===== src/rtl/gene_pkg.sv =====
// Shared definitions for the gene base loader: base codes, control characters,
// FSM state type and the host character decoder.
package gene_pkg;

    localparam logic [1:0] BASE_A = 2'd0;
    localparam logic [1:0] BASE_C = 2'd1;
    localparam logic [1:0] BASE_G = 2'd2;
    localparam logic [1:0] BASE_T = 2'd3;

    localparam logic [7:0] CH_HDR = 8'h3E;
    localparam logic [7:0] CH_LF  = 8'h0A;
    localparam logic [7:0] CH_CR  = 8'h0D;

    typedef enum logic [1:0] {
        ST_IDLE     = 2'd0,
        ST_LOAD_PAT = 2'd1,
        ST_STREAM   = 2'd2
    } gene_state_e;

    typedef enum logic [1:0] {
        CLS_BASE = 2'd0,
        CLS_HDR  = 2'd1,
        CLS_EOL  = 2'd2,
        CLS_BAD  = 2'd3
    } char_class_e;

    function automatic char_class_e char_class(input logic [7:0] c);
        char_class_e cls;
        case (c)
            8'h41, 8'h61, 8'h43, 8'h63,
            8'h47, 8'h67, 8'h54, 8'h74: cls = CLS_BASE;
            CH_HDR:                     cls = CLS_HDR;
            CH_LF, CH_CR:               cls = CLS_EOL;
            default:                    cls = CLS_BAD;
        endcase
        return cls;
    endfunction

    function automatic logic [1:0] base_code(input logic [7:0] c);
        logic [1:0] code;
        case (c)
            8'h43, 8'h63: code = BASE_C;
            8'h47, 8'h67: code = BASE_G;
            8'h54, 8'h74: code = BASE_T;
            default:      code = BASE_A;
        endcase
        return code;
    endfunction

endpackage


===== src/rtl/gene_base_fifo.sv =====
// Small synchronous FIFO of 2-bit base codes; output reads the head entry
// directly so 'not empty' is a pure register-derived valid.
module gene_base_fifo #(
    parameter int DEPTH = 4
) (
    input  logic       clk,
    input  logic       rst,
    input  logic       push_i,
    input  logic [1:0] din_i,
    input  logic       pop_i,
    output logic [1:0] dout_o,
    output logic       full_o,
    output logic       empty_o
);

    localparam int AW    = (DEPTH > 1) ? $clog2(DEPTH) : 1;
    localparam int CNT_W = AW + 1;

    logic [1:0]       mem_q [DEPTH];
    logic [AW-1:0]    wr_ptr_q;
    logic [AW-1:0]    rd_ptr_q;
    logic [CNT_W-1:0] count_q;
    logic [CNT_W-1:0] count_d;
    logic             do_push;
    logic             do_pop;

    assign full_o  = (count_q == CNT_W'(DEPTH));
    assign empty_o = (count_q == '0);
    assign do_push = push_i && !full_o;
    assign do_pop  = pop_i && !empty_o;
    // Drive zero when empty so a freshly reset or drained FIFO shows base 0.
    assign dout_o  = empty_o ? 2'b00 : mem_q[rd_ptr_q];

    always_comb begin
        count_d = count_q;
        if (do_push && !do_pop) begin
            count_d = count_q + 1'b1;
        end else if (do_pop && !do_push) begin
            count_d = count_q - 1'b1;
        end
    end

    always_ff @(posedge clk) begin
        if (rst) begin
            wr_ptr_q <= '0;
            rd_ptr_q <= '0;
            count_q  <= '0;
        end else begin
            count_q <= count_d;
            if (do_push) begin
                wr_ptr_q <= wr_ptr_q + 1'b1;
            end
            if (do_pop) begin
                rd_ptr_q <= rd_ptr_q + 1'b1;
            end
        end
    end

    always_ff @(posedge clk) begin
        if (do_push) begin
            mem_q[wr_ptr_q] <= din_i;
        end
    end

endmodule


===== src/rtl/gene_base_loader.sv =====
// Host character front end: parses '>' headers into a pattern register and
// streams subsequent bases through a FIFO to the gene matcher.
module gene_base_loader
    import gene_pkg::*;
#(
    parameter int PAT_LEN    = 8,
    parameter int FIFO_DEPTH = 4
) (
    input  logic                 clk,
    input  logic                 rst,
    input  logic [7:0]           char_in,
    input  logic                 char_valid,
    output logic                 char_ready,
    output logic [1:0]           base_out,
    output logic                 base_valid,
    input  logic                 base_ready,
    output logic [2*PAT_LEN-1:0] pat_out,
    output logic                 pat_valid,
    output logic [7:0]           bad_count,
    output logic [15:0]          base_count
);

    localparam int PW    = 2 * PAT_LEN;
    localparam int IDX_W = $clog2(PAT_LEN + 1);

    gene_state_e      state_q, state_d;
    logic [PW-1:0]    pat_q, pat_d;
    logic [IDX_W-1:0] idx_q, idx_d;
    logic             pat_valid_q, pat_valid_d;
    logic [7:0]       bad_q, bad_d;
    logic [15:0]      bcnt_q, bcnt_d;

    logic             fifo_full;
    logic             fifo_empty;
    logic             fifo_push;
    logic             accept;
    logic             pop;
    char_class_e      cls;
    logic [1:0]       code;

    assign char_ready = !fifo_full;
    assign base_valid = !fifo_empty;
    assign accept     = char_valid && !fifo_full;
    assign pop        = base_valid && base_ready;
    assign cls        = char_class(char_in);
    assign code       = base_code(char_in);

    assign pat_out    = pat_q;
    assign pat_valid  = pat_valid_q;
    assign bad_count  = bad_q;
    assign base_count = bcnt_q;

    always_comb begin
        state_d     = state_q;
        pat_d       = pat_q;
        idx_d       = idx_q;
        pat_valid_d = pat_valid_q;
        bad_d       = bad_q;
        bcnt_d      = bcnt_q;
        fifo_push   = 1'b0;

        if (accept) begin
            case (cls)
                CLS_HDR: begin
                    state_d     = ST_LOAD_PAT;
                    idx_d       = '0;
                    pat_valid_d = 1'b0;
                    pat_d       = '0;
                end
                CLS_BASE: begin
                    if (state_q == ST_LOAD_PAT) begin
                        pat_d = {pat_q[PW-3:0], code};
                        idx_d = idx_q + 1'b1;
                        if (idx_q == IDX_W'(PAT_LEN - 1)) begin
                            pat_valid_d = 1'b1;
                            state_d     = ST_STREAM;
                        end
                    end else if (state_q == ST_STREAM) begin
                        fifo_push = 1'b1;
                    end
                end
                CLS_BAD: begin
                    if (bad_q != 8'hFF) begin
                        bad_d = bad_q + 1'b1;
                    end
                end
                default: ;
            endcase
        end

        if (pop) begin
            bcnt_d = bcnt_q + 1'b1;
        end
    end

    always_ff @(posedge clk) begin
        if (rst) begin
            state_q     <= ST_IDLE;
            pat_q       <= '0;
            idx_q       <= '0;
            pat_valid_q <= 1'b0;
            bad_q       <= '0;
            bcnt_q      <= '0;
        end else begin
            state_q     <= state_d;
            pat_q       <= pat_d;
            idx_q       <= idx_d;
            pat_valid_q <= pat_valid_d;
            bad_q       <= bad_d;
            bcnt_q      <= bcnt_d;
        end
    end

    gene_base_fifo #(
        .DEPTH (FIFO_DEPTH)
    ) u_fifo (
        .clk     (clk),
        .rst     (rst),
        .push_i  (fifo_push),
        .din_i   (code),
        .pop_i   (base_ready),
        .dout_o  (base_out),
        .full_o  (fifo_full),
        .empty_o (fifo_empty)
    );

endmodule


===== config.mk =====
export PLATFORM = sky130hd
export DESIGN_NAME = gene_base_loader
export DESIGN_NICKNAME = d
export VERILOG_FILES = /design/src/rtl/gene_pkg.sv /design/src/rtl/gene_base_fifo.sv /design/src/rtl/gene_base_loader.sv
export SDC_FILE = /design/constraint.sdc
export NUM_CORES = 1
export LEC_CHECK = 0
export ABC_AREA = 1
export BUFFER_PORTS_ARGS = -buffer_cell sky130_fd_sc_hd__clkbuf_2
export CAP_MARGIN = 20
export CORE_MARGIN = 1
export CORE_UTILIZATION = 50
export CTS_CLUSTER_DIAMETER = 200
export CTS_CLUSTER_SIZE = 40
export DETAILED_ROUTE_END_ITERATION = 16
export GPL_TIMING_DRIVEN = 0
export PLACE_DENSITY = 0.75
export SLEW_MARGIN = 20
export SYNTH_ARGS = -nofsm -noshare
export SYNTH_HDL_FRONTEND = slang
export SYNTH_HIERARCHICAL = 1
export SYNTH_SLANG_ARGS = --single-unit

===== constraint.sdc =====
create_clock -name clk -period 2.5 [get_ports clk]
set_input_delay 0.375 -clock clk [delete_from_list [all_inputs] [get_ports clk]]
set_output_delay 0.375 -clock clk [all_outputs]
set_load 0.02 [all_outputs]

# Word-level counts from Yosys, hierarchy flattened
# Memory sizes are Yosys's and may differ from the RTL's. A register that Yosys moved wholly into a read port is not among the register bits.
# Cells that the tools add are included.
# word_totals
ff_bits	54
ram_bits	8
in_bits	12
output_inout_bits	45
memories	1
# classes
add_sub_neg	7
n_eq_ne	20
muxes	23
reduce_logical	21
# memory_table
memory	words	width	read_ports	rd_ports_with_merged_regs	write_ports	line	rtl
u_fifo.mem_q	4	2	1	1	1	gene_base_fifo.sv:19	logic [1:0] mem_q [DEPTH];
# ops
op	n
8-bit by 7-bit == test with 1-bit output, second input constant	8
16-bit case mux with 2 select lines	1
16-bit by 1-bit adder with 16-bit output, second input constant	1
8-bit by 4-bit == test with 1-bit output, second input constant	2
16-bit two-way mux	1
2-bit case mux with 3 select lines	2
2-bit two-way mux	5
8-bit by 1-bit adder with 8-bit output, second input constant	1
8-bit by 6-bit == test with 1-bit output, second input constant	1
1-bit two-way mux	8
8-bit != test, second input constant	1
4-bit case mux with 2 select lines	1
2-bit OR reduction	4
8-bit OR reduction	1
3-bit two-way mux	2
3-bit AND reduction	2
1-bit logical AND	5
2-bit by 1-bit adder with 2-bit output, second input constant	2
4-bit by 1-bit adder with 4-bit output, second input constant	1
2-bit by 1-bit == test with 1-bit output, second input constant	2
2-bit == test, second input constant	2
4-bit by 3-bit == test with 1-bit output, second input constant	1
1-bit logical NOT	4
4-bit two-way mux	1
other kinds (10)	12

# Depth between registers and ports, before layout
# depth
depth_word	11
ltp_mapped	19
ltp_nobuf	18

# By module
# Netlist, hierarchy kept.
# by_module_without_submodules
module	instances	cells_each	area_per_inst_um2	seq_area_each_um2
gene_base_loader	1	353	2381.0	920.9
gene_base_fifo	1	94	818.3	420.4

# Worst setup path after synthesis
# No wires, ideal clock.
# synth_path
path_type	input port to flip-flop
startpoint	input char_in[7]
endpoint	register u_fifo.count_q[2]
setup_ps	113
arrival_time_ps	2398
required_ps	2387
setup_slack_ps	-10
stages	19
n_path_buf	1
path_cell_list	inv_1 > nand2_1 > nor2_1 > nand2_1 > nand2_2 > buf_2 > nand3_1 > nor2_1 > nand2_4 > inv_2 > ha_1 > inv_1 > fa_1 > inv_1 > nand2_1 > nand3_1 > nand2_1 > nand2_1 > nor2_1
# synth_between
elab_chain_cells	10
word_cells_on_any_way	23
classes_between	eq/ne: 11; mux: 4; reduce/logical: 8
# synth_lines
item	line	rtl
start: declaration	gene_base_loader.sv:11	input logic [7:0] char_in,
8-bit by 7-bit == test with 1-bit output or 8-bit by 4-bit == test with 1-bit output (tied branches)	gene_pkg.sv:29	case (c)
8-bit OR reduction or 2-bit OR reduction (tied branches)	gene_pkg.sv:29	
2-bit case mux with 3 select lines *	gene_pkg.sv:29	
2-bit logical NOT *	gene_base_loader.sv:63	case (cls)
1-bit two-way mux *	gene_base_loader.sv:63	
1-bit two-way mux *	gene_base_loader.sv:62	if (accept) begin
net fifo_push	gene_base_loader.sv:35	logic fifo_push;
1-bit logical AND *	gene_base_fifo.sv:29	assign do_push = push_i && !full_o;
net u_fifo.do_push	gene_base_fifo.sv:24	logic do_push;
1-bit logical NOT	gene_base_fifo.sv:38	end else if (do_pop && !do_push) begin
1-bit logical AND	gene_base_fifo.sv:38	
2-bit nonzero test (no line)	-	
end signal: assignment	gene_base_fifo.sv:49	count_q <= count_d;
end: declaration	gene_base_fifo.sv:22	logic [CNT_W-1:0] count_q;
# The timed path passes the listed nets; every way through them passes the cells marked *.
# A chain may end at the register's enable or synchronous reset.

# Final worst setup path
# layout_path
startpoint	register u_fifo.count_q[0]
endpoint	register u_fifo.count_q[2]
# layout_between
elab_chain_cells	8
word_cells_on_any_way	17
classes_between	add/sub: 2; eq/ne: 1; mux: 3; reduce/logical: 11
# layout_lines
item	line	rtl
3-bit == test *	gene_base_fifo.sv:27	assign full_o = (count_q == CNT_W'(DEPTH));
net fifo_full	gene_base_loader.sv:33	logic fifo_full;
1-bit logical NOT *	gene_base_loader.sv:43	assign accept = char_valid && !fifo_full;
1-bit logical AND *	gene_base_loader.sv:43	
1-bit two-way mux *	gene_base_loader.sv:62	
net fifo_push	gene_base_loader.sv:35	
1-bit logical AND *	gene_base_fifo.sv:29	
net u_fifo.do_push	gene_base_fifo.sv:24	
1-bit logical NOT	gene_base_fifo.sv:38	
1-bit logical AND	gene_base_fifo.sv:38	
2-bit nonzero test (no line)	-	
# The timed path passes the listed nets; every way through them passes the cells marked *. The select of a mux whose other input is x is not followed.

==> summary.md <==
| Metric | Value |
|---|---|
| Seq cells post-synth | `63` |
| Layout cell share with drive strength beyond 1 | `20.3%` |
| Core Util, Final | `63.3%` |
| Power density over the cells | `681 nW/um^2` |
| Final Hold Viols | `0` |
| Period Utilization, post-route | `89.7%` |
| Leak | `1.65 nW` |
| Min Tclk post-route | `2240 ps` |
| I/O pin count | `57` |
| Net Count, Synth | `468` |
| CTS Sinks | `63` |
| ANT nets after route | `0` |
| First-pass GRT wire length | `11.2 mm` |
| PortBufs | `56` |
| Max-cap viol count | `0` |
| Sequential fraction of the synthesis area | `41.9%` |
| Most common cell after layout, fill and taps aside | `nand2_1` |
| Slew @ Worst Pin | `892 ps` |
| Most frequent cells in the layout | `109 x nand2_1, 66 x nor2_1, 56 x clkbuf_2, 55 x dfxtp_1, 48 x inv_1` |
| Die ar. | `6720 sq um` |
| Worst Setup End Kind | `flip-flop` |
| Pre-Repair DR Iteration Count | `4` |
| Initial antenna violation count | `0` |
| Tot Pwr | `2.62 mW` |
| DRC | `0` |
| GRT Total Usage | `21.9%` |
| Worst setup SP type | `flip-flop` |
| Post-Synth Simple-Gate Area | `33.9%` |
| Clock transition at path regs | `70 ps` |
| Detailed Route WL | `7.06 mm` |
| R2R Setup Slk | `260 ps` |
| Starting Density | `52.8%` |
| Final net count | `543` |
| Diode count | `0` |
| # setup viols final | `0` |
| Die H | `82.0 microns` |
| Grt total ovfl | `0` |
| Setup TNS Final | `0 ps` |
| Largest net degree at the start of global routing | `13` |
| Worst r2r dst | `u_fifo/count_q[2]` |
| Detailed placer's ending HPWL | `5.07 mm` |
| Origin of the critical flop-to-flop path | `u_fifo/count_q[0]` |
| Synth cell types | `36` |
| Vias in the first global route | `2,595` |
| Routability congestion estimate | `0.848` |
| TritonCTS Buffers | `9` |
| Warnings, synthesis | `6` |
| DR vias/cell | `5.07` |
| Max VDD drop | `543 uV` |
| Mux contribution to synthesized area | `0%` |
| WHS Path Cells | `2` |
| Root Buffer | `clkbuf_8` |
| Worst Hold End | `u_fifo/rd_ptr_q[0]` |
| Area grow syn2layout | `20.0%` |
| CTS H-tree lvls | `3` |
| Core box area | `6060 sq um` |
| Hold Startpoint | `rst` |
| Mapped Avg Cell Area | `7.16 sq um` |
| Critical path class | `flip-flop to flip-flop` |
| Status | `completed` |
| Synth Area in Compound Gates | `9.62%` |
| Clk_skew | `5.26 ps` |
| CTS tree | `done` |
| Crit-path max FO | `5` |
| Fmax | `446 MHz` |
| Final Cell Area | `3840 sq um` |
| Final slew viol count | `0` |
| Clock Tree Buf Depth | `2` |
| Clock latency on the worst-skew pair | `340 ps` |
| Crit path DAT | `2480 ps` |
| Largest family of logic cells by synthesized area | `simple AND/OR/NAND/NOR gates` |
| Fraction of synthesized cell area in xor and xnor cells | `3.01%` |
| Reg2reg path depth | `17` |
| 1st-iter DRT viols | `141` |
| FP Rows | `28` |
| Via count | `3,053` |
| Hold-fix buffer count after cts | `0` |
| Synthesized instance count | `447` |
| WP data required | `2740 ps` |
| Mapped cell area | `3200 sq um` |
| Worst hold path class | `input pin to flip-flop` |
| Placed inst area | `3580 sq um` |
| Adder-cell share of the synthesized area | `3.75%` |
| Routed len/inst | `11.7 microns` |
| Unrepaired setup endpoints after global routing | `no` |
| Worst slew margin | `39.9%` |
| Worst Hold Slack | `299 ps` |
| Die X | `82.0 microns` |
## power breakdown
| part | leakage, nW | internal (mW) | switching, mW | total (mW) |
|---|---|---|---|---|
| logic | 1.05 | 0.196 | 0.425 | 0.621 |
| registers | 0.503 | 1.08 | 0.0734 | 1.16 |
| clock network | 0.0981 | 0.422 | 0.417 | 0.838 |
## registers in the layout, indices dropped and copies added (netlist names), named ones only
signal           count
u_fifo/wr_ptr_q      2
idx_q                4
bad_count            8
pat_out             16
u_fifo/rd_ptr_q      2
base_count          16
state_q              2
u_fifo/count_q       3
u_fifo/mem_q         8
## through the flow
stage	worst slack, ps	instances
3_3_place_gp	-321	578
3_5_place_dp	-367	578
6_report	259	602
2_1_floorplan	51.0	447
4_1_cts	57.0	594
5_1_grt	8.52	602
## worst max-delay path: stages, from the launching register on
cell and delay [ps]:
dfxtp_1 450, nor2_4 60, nand2_2 110, inv_1 60, inv_2 50, nand2_1 130
nor2_4 180, nand2_4 80, inv_2 70, ha_1 160, inv_1 70, fa_1 380
inv_1 60, nand2_1 40, nand3_1 80, nand2_1 60, nand2_1 50, nor2_1 40
## kinds of logic (layout without fill, tap and decap cells)
family          Yosys count  in the layout
compound gates           57             57
xor+xnor                 11             11
fa+ha+maj                 9              9
buf+inv                  60            140
flops                    63             63
simple gates            247            247
## cell usage after synthesis (all sizes together)
cell type    n  area [sq um]
nand2      117           469
nor2        70           280
dfxtp       55          1100
inv         51           191
nand3       45           235
a21oi       40           219
o21ai       15          75.1
xor2         9          78.8
edfxtp       8           240
ha           8           100
buf          5          42.5
nand4        5          31.3
nor3         5          30.0
clkbuf       3          11.3
nand3b       2          18.8
xnor2        2          17.5
a31oi        1          6.26
and3         1          6.26
clkinv       1          3.75
fa           1          20.0
nor3b        1          7.51
o21a         1          7.51
or2          1          6.26
## final cells by class
| cell class | instances | area (sq um) |
|---|---|---|
| Fill cell | 557 | 2220 |
| Multi-Input combinational cell | 324 | 1620 |
| Sequential cell | 63 | 1340 |
| Timing Repair Buffer | 65 | 348 |
| Inverter | 52 | 195 |
| Clock buffer | 10 | 149 |
| Tap cell | 75 | 93.8 |
| Buffer | 7 | 48.8 |
| Clock inverter | 6 | 41.3 |
## repair_timing
item                       CTS  global route
resized for setup            1             2
setup buffers                0             9
pin swaps                    0             1
setup endpoints to repair    1             2
## metal layers
layer | GRT usage, % | wire (microns)
met5 | 0 | 0
met4 | 9.65 | 110
met1 | 26.7 | 3310
met2 | 36.8 | 3380
met3 | 4.89 | 266
## how the worst max path moves through the flow
stage | from | to | slack (ps) | cells past startpoint
6_report | u_fifo/count_q[0] | u_fifo/count_q[2] | 260 | 17
5_1_grt | u_fifo/count_q[0] | u_fifo/count_q[2] | 9 | 16
4_1_cts | char_in[0] | u_fifo/count_q[2] | 60 | 20
3_5_place_dp | char_in[0] | u_fifo/count_q[2] | -370 | 20
3_3_place_gp | char_in[7] | u_fifo/count_q[2] | -320 | 20
2_1_floorplan | char_in[7] | u_fifo/count_q[2] | 50 | 19
Note: power is estimated with default switching activity, not from simulation.
